**config.mk**
```make
export PLATFORM = sky130hd
export DESIGN_NAME = crc_check_rx
export DESIGN_NICKNAME = d
export VERILOG_FILES = /design/src/rtl/crc5_pkg.sv /design/src/rtl/crc5_lfsr_step.sv /design/src/rtl/crc_check_rx.sv
export SDC_FILE = /design/constraint.sdc
export NUM_CORES = 1
export LEC_CHECK = 0
export ABC_AREA = 1
export CELL_PAD_IN_SITES_DETAIL_PLACEMENT = 1
export CELL_PAD_IN_SITES_GLOBAL_PLACEMENT = 2
export CORE_ASPECT_RATIO = 0.8
export CORE_MARGIN = 5
export CORE_UTILIZATION = 34
export DETAILED_ROUTE_END_ITERATION = 8
export DONT_BUFFER_PORTS = 1
export GPL_ROUTABILITY_DRIVEN = 0
export PLACE_DENSITY = 0.78
export SYNTH_ARGS = -nofsm -noshare
export SYNTH_HDL_FRONTEND = slang
export SYNTH_SLANG_ARGS = --single-unit
```
**constraint.sdc**
```tcl
create_clock -name clk -period 1.6 [get_ports clk]
set_input_delay 0.24 -clock clk [delete_from_list [all_inputs] [get_ports clk]]
set_output_delay 0.24 -clock clk [all_outputs]
set_load 0.01 [all_outputs]
```
**src/rtl/crc5_pkg.sv**
```systemverilog
// Shared CRC-5 constants for the generator and checker, G(x) = x^5 + x^4 + x^2 + 1.
package crc5_pkg;

    localparam int DATA_W = 10;
    localparam int CRC_W  = 5;
    localparam int CW     = DATA_W + CRC_W;
    localparam int CNT_W  = $clog2(CW);

    // Generator polynomial with the implicit x^5 term dropped.
    localparam logic [CRC_W-1:0] POLY = 5'h15;

endpackage

```
**src/rtl/crc5_lfsr_step.sv**
```systemverilog
// One bit of CRC-5 polynomial division: folds a new bit into the running remainder.
module crc5_lfsr_step
    import crc5_pkg::*;
(
    input  logic [CRC_W-1:0] i_r,
    input  logic             i_bit,
    output logic [CRC_W-1:0] o_r
);

    logic w_fb;

    assign w_fb = i_r[CRC_W-1];
    assign o_r  = {i_r[CRC_W-2:0], i_bit} ^ (w_fb ? POLY : '0);

endmodule

```
**src/rtl/crc_check_rx.sv**
```systemverilog
// CRC-5 receive checker: divides a 15-bit codeword bit-serially, reports payload, pass flag and
// syndrome, and keeps a saturating count of failed codewords.
module crc_check_rx
    import crc5_pkg::*;
#(
    parameter int ERR_CNT_W = 8
) (
    input  logic                 clk,
    input  logic                 rst,
    input  logic                 in_valid,
    output logic                 in_ready,
    input  logic [CW-1:0]        in_codeword,
    output logic                 out_valid,
    input  logic                 out_ready,
    output logic [DATA_W-1:0]    out_data,
    output logic                 out_crc_ok,
    output logic [CRC_W-1:0]     out_syndrome,
    input  logic                 clr_err,
    output logic [ERR_CNT_W-1:0] err_count,
    output logic [1:0]           o_dbg_state
);

    // Handshakes: a transfer happens on a rising edge where valid && ready are both high;
    // the producer holds valid and its payload steady until that edge.

    typedef enum logic [1:0] {
        S_IDLE  = 2'd0,
        S_SHIFT = 2'd1,
        S_DONE  = 2'd2
    } state_t;

    state_t                 r_state;
    logic [CW-1:0]          r_shift;
    logic [CRC_W-1:0]       r_crc;
    logic [CNT_W-1:0]       r_cnt;
    logic                   r_out_valid;
    logic [DATA_W-1:0]      r_out_data;
    logic                   r_crc_ok;
    logic [CRC_W-1:0]       r_syndrome;
    logic [ERR_CNT_W-1:0]   r_err_cnt;

    logic [CRC_W-1:0]       w_next_crc;
    logic [CW-1:0]          w_rot;
    logic                   w_accept;
    logic                   w_last;
    logic                   w_err_inc;

    crc5_lfsr_step u_step (
        .i_r   (r_crc),
        .i_bit (r_shift[CW-1]),
        .o_r   (w_next_crc)
    );

    // The shift register rotates rather than shifts, so after CW rotations it holds the
    // original codeword again; w_rot is that value on the last bit.
    assign w_rot     = {r_shift[CW-2:0], r_shift[CW-1]};
    assign in_ready  = (r_state == S_IDLE) && !rst;
    assign w_accept  = in_valid && in_ready;
    assign w_last    = (r_state == S_SHIFT) && (r_cnt == '0);
    assign w_err_inc = w_last && (w_next_crc != '0) && (r_err_cnt != '1);

    always_ff @(posedge clk) begin
        if (rst) begin
            r_state     <= S_IDLE;
            r_shift     <= '0;
            r_crc       <= '0;
            r_cnt       <= '0;
            r_out_valid <= 1'b0;
            r_out_data  <= '0;
            r_crc_ok    <= 1'b0;
            r_syndrome  <= '0;
            r_err_cnt   <= '0;
        end else begin
            case (r_state)
                S_IDLE: begin
                    if (w_accept) begin
                        r_shift <= in_codeword;
                        r_crc   <= '0;
                        r_cnt   <= CNT_W'(CW - 1);
                        r_state <= S_SHIFT;
                    end
                end
                S_SHIFT: begin
                    r_shift <= w_rot;
                    r_crc   <= w_next_crc;
                    r_cnt   <= r_cnt - 1'b1;
                    if (w_last) begin
                        r_state     <= S_DONE;
                        r_out_valid <= 1'b1;
                        r_out_data  <= w_rot[CW-1:CRC_W];
                        r_syndrome  <= w_next_crc;
                        r_crc_ok    <= (w_next_crc == '0);
                    end
                end
                S_DONE: begin
                    if (out_ready) begin
                        r_out_valid <= 1'b0;
                        r_state     <= S_IDLE;
                    end
                end
                default: begin
                    r_out_valid <= 1'b0;
                    r_state     <= S_IDLE;
                end
            endcase

            if (clr_err) begin
                r_err_cnt <= '0;
            end else if (w_err_inc) begin
                r_err_cnt <= r_err_cnt + 1'b1;
            end
        end
    end

    assign out_valid    = r_out_valid;
    assign out_data     = r_out_data;
    assign out_crc_ok   = r_crc_ok;
    assign out_syndrome = r_syndrome;
    assign err_count    = r_err_cnt;
    assign o_dbg_state  = r_state;

endmodule

```
Word level (Yosys, flattened, before mapping)
Index checks and enable logic that the tools add are counted.
Widths: inputs -> output; s select.
Storage, ports and cells
  register bits after elaboration: 51
  output and inout port bits: 28
  logic and storage cells: 49
  input bits: 20
Operators by class
  equal/unequal tests: 6
  reduce and logical (&&, ||, !) cells: 16
  multiplexer cells: 14
  bitwise logic cells: 2
  add/sub/neg operators: 2
Operators with widths (count)
  $pmux 15 s2: 1
  $mux 15: 1
  $mux 5: 2
  $pmux 5 s2: 1
  $add 8x1->8 const B: 1
  $ne 8x8->1 const B: 1
  $pmux 4 s2: 1
  $mux 2: 3
  $ne 2x2->1 const B: 3
  $pmux 2 s3: 1
  $reduce_and 3->1: 2
  $logic_and 1x1->1: 5
  $logic_not 5->1: 1
  $reduce_bool 5->1: 1
  $xor 5x5->5: 1
  $logic_not 4->1: 1
  $mux 4: 1
  $reduce_and 2->1: 2
  $sub 4x1->4 const B: 1
  $pmux 1 s3: 1
  $eq 2x1->1 const B: 1
  $eq 2x2->1 const B: 1
  $logic_not 2->1: 1
  $mux 1: 2
  4 further kinds: 4

Depth between registers and ports, before layout
  depth after elaboration: 5
  gate-level depth with buffers: 10
  gate-level depth less buffers: 10

Hierarchy
From an unflattened synthesis, not the netlist that was laid out.
Second synthesis, totals
  cells, all modules: 311
  area total of the unflattened synthesis: 2327.2 um^2
Modules (own cells, without submodules)
  crc_check_rx: instances 1, cells each 296, area an instance 2263.4 um^2, seq. area each 1021.0 um^2
  crc5_lfsr_step: instances 1, cells each 15, area an instance 63.8 um^2, seq. area each 0.0 um^2

Worst setup path before layout
No wires, ideal clock.
  kind: reg-to-reg
  start point: register r_cnt[0]
  end point: register r_err_cnt[0], in the netlist err_count[0]
  buffers on the path: 0
  library setup time: 0.113 ns
  period minus slack after synthesis: 1.391 ns
  data arrival time: 1.278 ns
  slack: 0.209 ns
  stages on the path, launching flop included: 10
  cells stage by stage: dfxtp_1 inv_1 ha_1 nand3_1 nor2_8 inv_4 nor2_4 nand3_1 nand2_1 nor2_1
On the way
  cells in the longest elaborated chain, start to end: 4
RTL lines
  from (decl): RTL line crc_check_rx.sv:35  | logic [CNT_W-1:0] r_cnt;
  from (signal assigned): RTL line crc_check_rx.sv:79  | r_cnt <= CNT_W'(CW - 1);
  from (signal assigned): RTL line crc_check_rx.sv:86  | r_cnt <= r_cnt - 1'b1;
  $logic_not 4->1: RTL line crc_check_rx.sv:59  | assign w_last = (r_state == S_SHIFT) && (r_cnt == '0);
  $logic_and 1x1->1: RTL line crc_check_rx.sv:59
  $logic_and 1x1->1 (2 in a row): RTL line crc_check_rx.sv:60  | assign w_err_inc = w_last && (w_next_crc != '0) && (r_err_cnt != '1);
  to (signal assigned): RTL line crc_check_rx.sv:110  | r_err_cnt <= r_err_cnt + 1'b1;
  to (decl): RTL line crc_check_rx.sv:40  | logic [ERR_CNT_W-1:0] r_err_cnt;
No other way between the ends.
A chain may end at the register's enable or synchronous reset.

Worst setup path after layout
  start point: register r_cnt[1]
  end point: register r_err_cnt[7], in the netlist err_count[7]
The elaborated chain is that of the path after synthesis.

==> flow_summary.json <==
{
  "grt_max_degree": 28,
  "dp.final_hpwl_mm": 4.768,
  "yosys-top-cells-area": "dfxtp_1 (43%), nand2_1 (13%), nor2_1 (8.5%)",
  "critPathLaunchType": "flop",
  "stdcell_count": 428,
  "ir_drop_mv": 0.3787,
  "fillers": 873,
  "numCtsBuffers": 5,
  "worstReg2RegEnd": "err_count[7]",
  "swShare": 0.2844,
  "finalPower_mw": 2.657,
  "num_rows": 27,
  "post-route-period-util": 0.9223,
  "yosysWarningCount": 0,
  "synth_top_family_by_area": "simple AND/OR/NAND/NOR gates",
  "clockPowerShare": 0.311,
  "routedWlPerCell_um": 15.29,
  "synth_top_area_frac": 0.4292,
  "crit_type": "flop to flop",
  "clockRootBuffer": "clkbuf_8",
  "grt_pass1_wl_mm": 10.79,
  "crit_fanout": 12,
  "grt-ovfl-total": 0,
  "place_inst": 416,
  "drt_pass1_iterations": 4,
  "synth_cell_types": 28,
  "arrival_ns": 1.73,
  "synth_nets": 352,
  "ant_nets": 0,
  "clk_latency_ns": 0.31,
  "rsz0062_at_grt": "no",
  "synth.largest_area_cell": "dfxtp_1",
  "grt_antenna_before_repair": 0,
  "synthAdderAreaFrac": 0.01578,
  "synth_edf_count": 0,
  "hold_end": "o_dbg_state[0]",
  "drive_gt1_frac": 0.1085,
  "die_area_um2": 8779,
  "multi_input_area_um2": 1150,
  "vias": 2093,
  "slew_violations": 0,
  "tns_ns": 0,
  "switchingPower_uw": 755.6,
  "synth-simple-area-share": 0.3298,
  "start_util": 0.3468,
  "cap_violations": 0,
  "async_reset_ff_frac": 0,
  "finalSetupViolCount": 0,
  "cp.required_ns": 1.85,
  "p_int_mw": 1.902,
  "slew_headroom": 0.6773,
  "h-tree-depth": 2,
  "clk_path_buf_depth": 2,
  "n_antenna_cell": 0,
  "crit_path_end_kind": "flop",
  "hold_viol": 0,
  "final-seq-area_um2": 1022,
  "pin_count": 48,
  "syn_inst": 329,
  "cts.clk_slew.worst_paths_ns": 0.10,
  "synth-seq-cells": 51,
  "synth_seq_area_share": 0.4292,
  "portBuffers": 0,
  "status": "finished, final reports clean",
  "via_per_inst": 4.890,
  "hp-start": "in_valid",
  "syn_area_per_cell_um2": 7.230,
  "p_leak_nw": 1.248,
  "cts_tree": "built",
  "die_height_um": 84.81,
  "synth_area_um2": 2379,
  "synth_ff_type": "dfxtp_1",
  "worstMarginPinSlew_ns": 0.4822,
  "worstReg2RegStart": "r_cnt[1]",
  "synthXorXnorAreaFrac": 0,
  "synthMuxAreaShare": 0,
  "finalWirelength_mm": 6.546,
  "r2r_slack_ns": 0.12,
  "layout_min_cycle_time_ns": 1.476,
  "synth-compound-area-share": 0.1357,
  "die_x_um": 103.5,
  "clkSinkCount": 51,
  "timing.fmax_ghz": 0.6777,
  "dr.first_iter.drc_count": 76,
  "gr-usage-all-layers": 0.1477,
  "hold_class": "input port to flop",
  "post-route-drc-count": 0,
  "fin_worst_skew_ns": 0.009192,
  "power_frac_comb": 0.147,
  "pwr-share-seq": 0.542,
  "grt_pass1_vias": 2141,
  "rr_worst_depth": 9,
  "whs_path_depth": 2,
  "core-area_um2": 6858,
  "layout.nets": 363,
  "power_density_nw_per_um2": 998.0,
  "area_growth_pct": 11.94
}
## area by class of cell
class / count / area share
timing repair buffer: 17 / 0.06109
clock buffer: 8 / 0.03759
sequential: 51 / 0.3839
multi-input combinational: 234 / 0.4319
tap: 87 / 0.04088
inverter: 31 / 0.04464
## cells by family after synthesis
kind of cell / count (synthesis)
buffers and inverters: 44
AO/OA/AOI/OAI: 51
AND/OR/NAND/NOR: 180
adder cells (fa/ha/maj): 3
flip-flops: 51
## power groups by stage
stage	combinational, mW	clock, mW	sequential (mW)
after detailed placement	0.371	0	1.47
after CTS	0.384	0.855	1.44
final	0.390	0.826	1.44
after floorplan	0.295	0	1.45
after global placement	0.365	0	1.47
after global routing	0.444	0.909	1.45
## metal layers
layer	GRT usage	up-vias	wire (µm)
li1	-	1082	-
met5	0	-	0
met3	0.04867	5	359
met2	0.2188	31	2748
met1	0.2114	975	3403
met4	0.02503	0	35
## through the flow
step	utilization	hold WS, ns	cell area [µm²]	setup slack, ns
CTS	0.3837	0.1172	2631	0.002354
floorplan	-	0.3185	2379	0.2094
detailed placement	0.3651	0.3154	2504	-0.002622
finish	0.3883	0.1237	2663	0.1243
global placement	0.3651	0.3130	2504	0.09019
global route	0.3883	0.1189	2663	0.002738
## registers in the layout, summed over array words and instances, names as in the netlist
register	cells
r_shift	15
out_data	10
err_count	8
out_syndrome	5
r_crc	5
r_cnt	4
o_dbg_state	2
out_crc_ok	1
out_valid	1
## worst max path at each step
| stage | from | to | slack, ns |
|---|---|---|---|
| global route | r_crc[4] | err_count[7] | 0.003 |
| global placement | o_dbg_state[1] | r_shift[14] | 0.09 |
| detailed placement | r_cnt[0] | err_count[7] | -0.003 |
| CTS | r_cnt[0] | err_count[7] | 0.002 |
| finish | r_cnt[1] | err_count[7] | 0.12 |
| floorplan | r_cnt[0] | err_count[0] | 0.21 |
## worst max-delay path, stage by stage, from the launching register on
cell,delay [ns]
dfxtp_1,0.33
inv_1,0.10
ha_1,0.17
nand3_2,0.14
nor2_8,0.18
buf_12,0.16
nand3_1,0.11
nand2_1,0.08
nand2_1,0.05
nor2_1,0.11
## cell usage after synthesis (4+ instances only)
library cell and count:
a21oi_1 12, a31oi_1 4, buf_6 4, dfxtp_1 51
inv_1 28, nand2_1 85, nand3_1 26, nor2_1 54
o211a_1 11, o21ai_0 20
## timing repair
item	4_1_cts	5_1_grt
endpoints found under the setup margin	1	27
hold buffers	2	0
buffers inserted	1	0
cloned	0	1
pin swaps	1	1
resized for setup	0	3
endpoints found under the hold margin	11	0
## placed cells by master (no fill, tap or decap), drive strengths merged
cell,Yosys,routed
a211oi,2,2
a21oi,12,12
a31oi,4,4
buf,10,14
clkbuf,3,9
dfxtp,51,51
dlygate4sd3,0,2
ha,3,3
inv,31,31
nand2,90,90
nand3,27,27
nand4,2,2
nor2,56,56
nor3,4,4
nor4,1,1
o211a,11,11
o211ai,1,1
o21ai,21,21
No activity file was read; power rests on OpenSTA's default activity.
